[config.mk]
export PLATFORM = sky130hd
export DESIGN_NAME = fifo_rd_arbiter
export DESIGN_NICKNAME = d
export VERILOG_FILES = /design/src/rtl/fifo_rd_arb_pkg.sv /design/src/rtl/fifo_rd_arbiter_rr_pick.sv /design/src/rtl/fifo_rd_arbiter.sv
export SDC_FILE = /design/constraint.sdc
export NUM_CORES = 1
export LEC_CHECK = 0
export CAP_MARGIN = 20
export CORE_UTILIZATION = 35
export DETAILED_ROUTE_END_ITERATION = 8
export PLACE_DENSITY = 0.76
export RECOVER_POWER = 100
export SYNTH_ARGS = -nofsm -noshare
export SYNTH_HDL_FRONTEND = slang
export SYNTH_HIERARCHICAL = 1
export SYNTH_SLANG_ARGS = --single-unit
[constraint.sdc]
create_clock -name clk -period 3.5 [get_ports clk]
set_input_delay 0.7 -clock clk [delete_from_list [all_inputs] [get_ports clk]]
set_output_delay 0.7 -clock clk [all_outputs]
set_load 0.01 [all_outputs]
[src/rtl/fifo_rd_arb_pkg.sv]
// Shared types and helpers for the FIFO read-side burst arbiter.
package fifo_rd_arb_pkg;

  typedef enum logic {
    IDLE  = 1'b0,
    BURST = 1'b1
  } state_t;

  // Channel index width; a single channel pair still needs one bit.
  function automatic int ch_w(input int n);
    return (n > 2) ? $clog2(n) : 1;
  endfunction

endpackage

[src/rtl/fifo_rd_arbiter_rr_pick.sv]
// Round-robin picker: first set request searching upward from last_grant+1, wrapping.
module rr_pick
  import fifo_rd_arb_pkg::*;
#(
  parameter  int N_CH = 4,
  localparam int CH_W = ch_w(N_CH)
) (
  input  logic [N_CH-1:0] req,
  input  logic [CH_W-1:0] last_grant,
  output logic [CH_W-1:0] grant,
  output logic            found
);

  int idx;

  // Walk from the farthest offset down so the nearest requester wins.
  always_comb begin
    grant = '0;
    found = 1'b0;
    idx   = 0;
    for (int i = N_CH; i >= 1; i--) begin
      idx = int'(last_grant) + i;
      if (idx >= N_CH) idx = idx - N_CH;
      if (req[idx[CH_W-1:0]]) begin
        grant = idx[CH_W-1:0];
        found = 1'b1;
      end
    end
  end

endmodule

[src/rtl/fifo_rd_arbiter.sv]
// Burst round-robin arbiter over N_CH show-ahead FIFO read ports.
// Optional FIFO_RD_ARB_PRIO_EN: prefer channels that are not almost-empty.
module fifo_rd_arbiter
  import fifo_rd_arb_pkg::*;
#(
  parameter  int N_CH       = 4,
  parameter  int DATA_WIDTH = 16,
  parameter  int MAX_BURST  = 8,
  localparam int CH_W       = ch_w(N_CH)
) (
  input  logic                       clk,
  input  logic                       rst,
  input  logic                       enable,
  input  logic [N_CH*DATA_WIDTH-1:0] ch_rd_data,
  input  logic [N_CH-1:0]            ch_empty,
  input  logic [N_CH-1:0]            ch_almost_empty,
  output logic [N_CH-1:0]            ch_rd_en,
  output logic [DATA_WIDTH-1:0]      m_data,
  output logic [CH_W-1:0]            m_chan,
  output logic                       m_last,
  output logic                       m_valid,
  input  logic                       m_ready,
  output logic                       busy
);

  localparam int              CNT_W    = $clog2(MAX_BURST + 1);
  localparam logic [CNT_W-1:0] CNT_LAST = CNT_W'(MAX_BURST - 1);

  state_t                            state, state_nxt;
  logic [CNT_W-1:0]                  cnt;
  logic [CH_W-1:0]                   last_grant, pick;
  logic                              found, slot_free, pop, g_empty, cnt_end;
  logic [N_CH-1:0]                   elig;
  logic [N_CH-1:0][DATA_WIDTH-1:0]   words;

  assign words = ch_rd_data;

`ifdef FIFO_RD_ARB_PRIO_EN
  logic [N_CH-1:0] healthy;
  assign healthy = ~ch_empty & ~ch_almost_empty;
  assign elig    = (|healthy) ? healthy : ~ch_empty;
`else
  logic unused_ae;
  assign unused_ae = ^ch_almost_empty;
  assign elig      = ~ch_empty;
`endif

  rr_pick #(.N_CH(N_CH)) u_pick (
    .req        (elig),
    .last_grant (last_grant),
    .grant      (pick),
    .found      (found)
  );

  // While in BURST, last_grant is the granted channel.
  assign slot_free = !m_valid || m_ready;
  assign g_empty   = ch_empty[last_grant];
  assign cnt_end   = (cnt == CNT_LAST);
  assign busy      = (state == BURST) || m_valid;

  always_ff @(posedge clk) begin
    if (rst) state <= IDLE;
    else     state <= state_nxt;
  end

  always_comb begin
    state_nxt = state;
    case (state)
      IDLE:  if (enable && found) state_nxt = BURST;
      BURST: if (g_empty || (slot_free && cnt_end)) state_nxt = IDLE;
      default: state_nxt = IDLE;
    endcase
  end

  always_comb begin
    pop      = !rst && (state == BURST) && slot_free && !g_empty;
    ch_rd_en = '0;
    if (pop) ch_rd_en[last_grant] = 1'b1;
  end

  always_ff @(posedge clk) begin
    if (rst) begin
      m_valid    <= 1'b0;
      m_last     <= 1'b0;
      m_data     <= '0;
      m_chan     <= '0;
      cnt        <= '0;
      last_grant <= CH_W'(N_CH - 1);
    end else begin
      if (state == IDLE && state_nxt == BURST) begin
        last_grant <= pick;
        cnt        <= '0;
      end
      if (pop) begin
        m_valid <= 1'b1;
        m_data  <= words[last_grant];
        m_chan  <= last_grant;
        m_last  <= cnt_end;
        cnt     <= cnt + CNT_W'(1);
      end else if (m_ready) begin
        m_valid <= 1'b0;
        m_last  <= 1'b0;
      end
    end
  end

endmodule

Word level (Yosys, flattened, before mapping)
Index checks and enable logic that the tools add are counted.

word-level totals
  bits of input ports = 76
  register bits = 27
  bits in read-only memories = 0
  memory bits (writable) = 0
  output and inout bits = 25
  latch bits = 0
  memories kept = 0

cells by class
  divide/modulo/power cells = 0
  $add $sub $neg = 9
  $lt $le $gt $ge = 10
  bitwise operators = 2
  $mul = 0
  shifts and indexed selects = 0
  equality and inequality tests = 1
  mux-type cells = 35
  reductions and logical operators = 15

operators by type and width
  kind                                                 number
  binary-select mux 16 bit (select 2 bit)              1
  two-way mux 16 bit                                   1
  two-way mux 2 bit                                    8
  < comparator 2 x 3 -> 1 bit, second input constant   5
  two-way mux 1 bit                                    15
  two-way mux 4 bit                                    3
  binary-select mux 1 bit (select 2 bit)               5
  >= comparator 3 bit, second input constant           3
  subtractor 2 x 1 -> 2 bit, second input constant     4
  logical AND 1 bit                                    7
  adder 2 x 2 -> 3 bit, second input constant          2
  adder 2 x 3 -> 4 bit, second input constant          1
  adder 4 x 1 -> 4 bit, second input constant          1
  equality test 4 x 3 -> 1 bit, second input constant  1
  >= comparator 4 x 3 -> 1 bit, second input constant  1
  inverter 4 bit                                       1
  nonzero test 2 bit                                   2
  adder 2 x 1 -> 3 bit, second input constant          1
  logical NOT 1 bit                                    3
  logical OR 1 bit                                     3
  demux 1 bit (select 2 bit)                           1
  >= comparator 2 x 1 -> 1 bit, second input constant  1
  case mux 1 bit (2 select lines)                      1
  inverter 1 bit                                       1

Logic depth before layout (Yosys ltp)
Gate-level depths: netlist (run 1).

  depth in word-level cells = 15
  depth in mapped cells = 7
  gate-level depth less buffers = 7

Modules after synthesis
Netlist (run 1), hierarchy kept.

modules (own cells, without submodules)
  module           cells each  area each (um^2)  instances
  fifo_rd_arbiter  144         1,577.8           1
  rr_pick          14          91.3              1

Least setup slack after synthesis (run 1)
No wires, ideal clock.

  kind = input -> output
  from = in ch_empty[2]
  to = out ch_rd_en[0]
  buffers on the path = 0
  cell stages on the path = 3
  slack = 1.171 ns
  data arrival time = 1.629 ns
  required time = 2.800 ns
  cell sequence = mux2_2 > or2_1 > nor4_1

between the ends
  cells in the longest elaborated chain, start to end = 5

RTL lines
  what                                     RTL line               source
  start: declaration                       fifo_rd_arbiter.sv:15  input logic [N_CH-1:0] ch_empty,
  binary-select mux 1 bit (select 2 bit)   fifo_rd_arbiter.sv:57  assign g_empty = ch_empty[last_grant];
  two-way mux 1 bit (implied by the code)  fifo_rd_arbiter.sv:57
  logical NOT 1 bit                        fifo_rd_arbiter.sv:76  pop = !rst && (state == BURST) && slot_free && !g_empty;
  logical AND 1 bit                        fifo_rd_arbiter.sv:76
  two-way mux 4 bit                        fifo_rd_arbiter.sv:78  if (pop) ch_rd_en[last_grant] = 1'b1;
  end: declaration                         fifo_rd_arbiter.sv:17  output logic [N_CH-1:0] ch_rd_en,

Every way passes these cells. The select of a mux whose other input is x is not followed.

Worst setup path in the final report (run 1)
  from = in ch_empty[3]
  to = out ch_rd_en[1]

Same word-level chain as after synthesis.

==> flow_metrics.py, run 1 <==
metrics = {
    "outcome": {
        "status": "finished with violations",
        "violations": "DRC",
    },
    "clock_tree": {
        "tritoncts": "built",
        "htree_levels": 1,
        "cts_setup_buffers": 0,
        "cts_root_buffer": "clkbuf_8",
        "clk_pin_slew_ns": 0.09,
        "cts_buffers": 3,
        "cts_hold_buf": 0,
        "postCtsResizedCells": 0,
        "cts_sinks": 27,
        "clkLatencyLatePin_ns": 0.26,
        "clockBufferDepth": 2,
    },
    "synth": {
        "synth_edf_count": 0,
        "ys_async_sr_fraction": 0,
        "syn_inst": 158,
        "synth.cell_area_mm2": 0.00167,
        "synth_area_per_cell_um2": 10.6,
        "yosysSeqAreaShare": 0.324,
        "yosys_warnings": 6,
        "synth_seq_cells": 27,
        "ys.flop_type": "dfxtp_1",
        "synthesis.nets": 235,
        "synth_cell_type_count": 35,
    },
    "layout": {
        "nNetsFinal": 331,
        "final_common_cell": "clkdlybuf4s50_1",
        "stdcell_count": 305,
        "most-common-layout-cells": "clkdlybuf4s50_1 (72), nor2_1 (28), dfxtp_1 (27)",
        "diodes": 0,
        "area_growth_pct": 61.6,
        "fill_cells": 408,
        "drive_gt1_frac": 0.115,
    },
    "die": {
        "fp.dieH_um": 71.1,
        "row_count": 24,
        "io-pin-count": 101,
        "core_area_mm2": 0.00447,
        "dieArea_mm2": 0.00505,
        "die_x_um": 71.1,
        "start_util": 0.373,
    },
    "power_and_ir_drop": {
        "total_power_w": 0.000782,
        "leakage_nw": 1.08,
        "ir_drop_mv": 0.183,
        "p_per_area_mw_per_mm2": 290,
    },
    "sta": {
        "tns_ns": 0,
        "tightest_slew_ns": 1.34,
        "period_needed_ns": 3.31,
        "finalHoldViolCount": 0,
        "max_freq_mhz": 302,
        "fin_skew_ns": 0.00378,
        "slew_viol_final": 0,
        "period_share": 0.946,
        "relSlewSlack": 0.109,
        "finalSetupViolations": 0,
        "grt_setup_unrepaired": "no",
    },
    "drt": {
        "first_iter_violations": 41,
        "wl_um": 4150,
        "avgRoutedWirePerCell_um": 13.6,
        "drc": 8,
        "num_vias": 1543,
        "ant_nets": 0,
        "firstDrtPassIters": 6,
        "avgViaCountPerCell": 5.06,
    },
    "worst_setup_path": {
        "crit_required_ns": 2.80,
        "worstPathCellList": "dlygate4sd3_1 > mux2_4 > or2_0 > nor4_1 > clkdlybuf4s50_1",
        "path_buf_inv": 2,
        "cp_max_fo": 3,
        "arrival_ns": 2.61,
        "max_stage_delay_ns": 0.59,
        "end_kind": "output port",
        "ff2ff_setup_slack_ns": 0.48,
        "slowest_stage": "clkdlybuf4s50_1",
        "critical_path_class": "primary input to output port",
        "cpLargestDelayFamily": "buffers and inverters",
        "worstSetupStartpointType": "primary input",
    },
    "min_path": {
        "min_path_type": "flop to flop",
    },
    "placed_design": {
        "gp_congestion": 0.814,
        "place_inst": 301,
        "numPortBuffers": 96,
        "place_hpwl_um": 3210,
    },
    "grt": {
        "antenna_found_initial": 0,
        "first_global_vias": 1508,
        "grt_pass1_wl_um": 6840,
        "overflow": 0,
        "grt_max_degree": 23,
        "grt_usage": 0.168,
    },
    "job": {
        "max_cap_violations": 0,
    },
}
[sequential cells by signal, summed over array words and instances, names as in the netlist]
register and flops:
m_valid 1, last_grant 2, m_last 1, state 1, m_chan 2, m_data 16
cnt 4
[power by group]
part | internal [W] | total (W) | switching, W
logic | 0.000176 | 0.000273 | 0.0000973
registers | 0.000325 | 0.000337 | 0.0000125
clock network | 0.0000813 | 0.000172 | 0.0000904
[synthesized netlist by cell type (2+ instances only)]
cell      count  area share
nand3b_1      2      0.0090
nor2b_1       2      0.0075
buf_6         2       0.013
mux2i_1      21        0.13
a211o_1       2       0.010
nand2b_1      6       0.022
nor4_1        2      0.0075
a21oi_1       4       0.012
buf_2         2      0.0060
mux4_2       17        0.23
inv_1         7       0.016
xnor2_1       2       0.010
clkbuf_1      6       0.013
dfxtp_1      27        0.32
mux2_2        2       0.013
nand2_1       8       0.018
nor2_1       28       0.063
[layer usage]
layer / part of all wire / global-route usage / vias up
li1: - / - / 761
met1: 0.43 / 0.206 / 719
met2: 0.48 / 0.295 / 61
met3: 0.084 / 0.0499 / 2
met4: 0.0053 / 0.0267 / 0
met5: 0 / 0 / -
[path summary, 6_finish.rpt]
kind / from / to / cells after the start
worst max-delay path: ch_empty[3] / ch_rd_en[1] / 5
worst max register to register: last_grant[0] / cnt[0] / 6
worst min-delay path: m_chan[0] / m_chan[0] / 2
worst min register to register: m_chan[0] / m_chan[0] / 2
[final cells by class]
type	instances	area (um^2)	share of cell area
Multi-Input combinational cell	113	1020	0.379
Sequential cell	27	541	0.200
Timing Repair Buffer	102	998	0.370
Tap cell	52	65.1	0.0241
Inverter	7	26.3	0.00974
Clock buffer	4	45.0	0.0167
[stage by stage]
stage	utilization	worst slack, ns	cell area [um^2]	hold slack (ns)
4_1_cts	0.607	0.251	2720	0.484
6_report	0.603	0.190	2700	0.476
5_1_grt	0.603	0.0784	2700	0.491
3_5_place_dp	0.597	0.250	2670	0.467
3_3_place_gp	0.597	0.255	2670	0.459
2_1_floorplan	-	1.17	1670	0.455
[logic make-up after synthesis]
group / count (synthesis) / share of synthesized area
fa+ha+maj: 1 / 0.00750
mux: 41 / 0.378
simple gates: 55 / 0.157
compound gates: 14 / 0.0622
buf+inv: 18 / 0.0607
flops: 27 / 0.324
xor+xnor: 2 / 0.0105
[tightest hold or removal path: cells and delay by family (launching register included)]
family | cells | cell delay (ns)
AOI/OAI and AO/OA | 2 | 0.12
DFF | 1 | 0.32
Power figures use the tool's default switching activity.
==> run 2, diff against run 1 <==
- CAP_MARGIN: 20 -> not set
- HOLD_SLACK_MARGIN: not set -> 0.03
==> results of run 2 <==
The final DEF is identical to that of run 1; final timing and power are the same.
==> run 3, diff against run 2 <==
- SLEW_MARGIN: not set -> 20
==> results of run 3 <==
The final DEF is identical to that of run 1; final timing and power are the same.
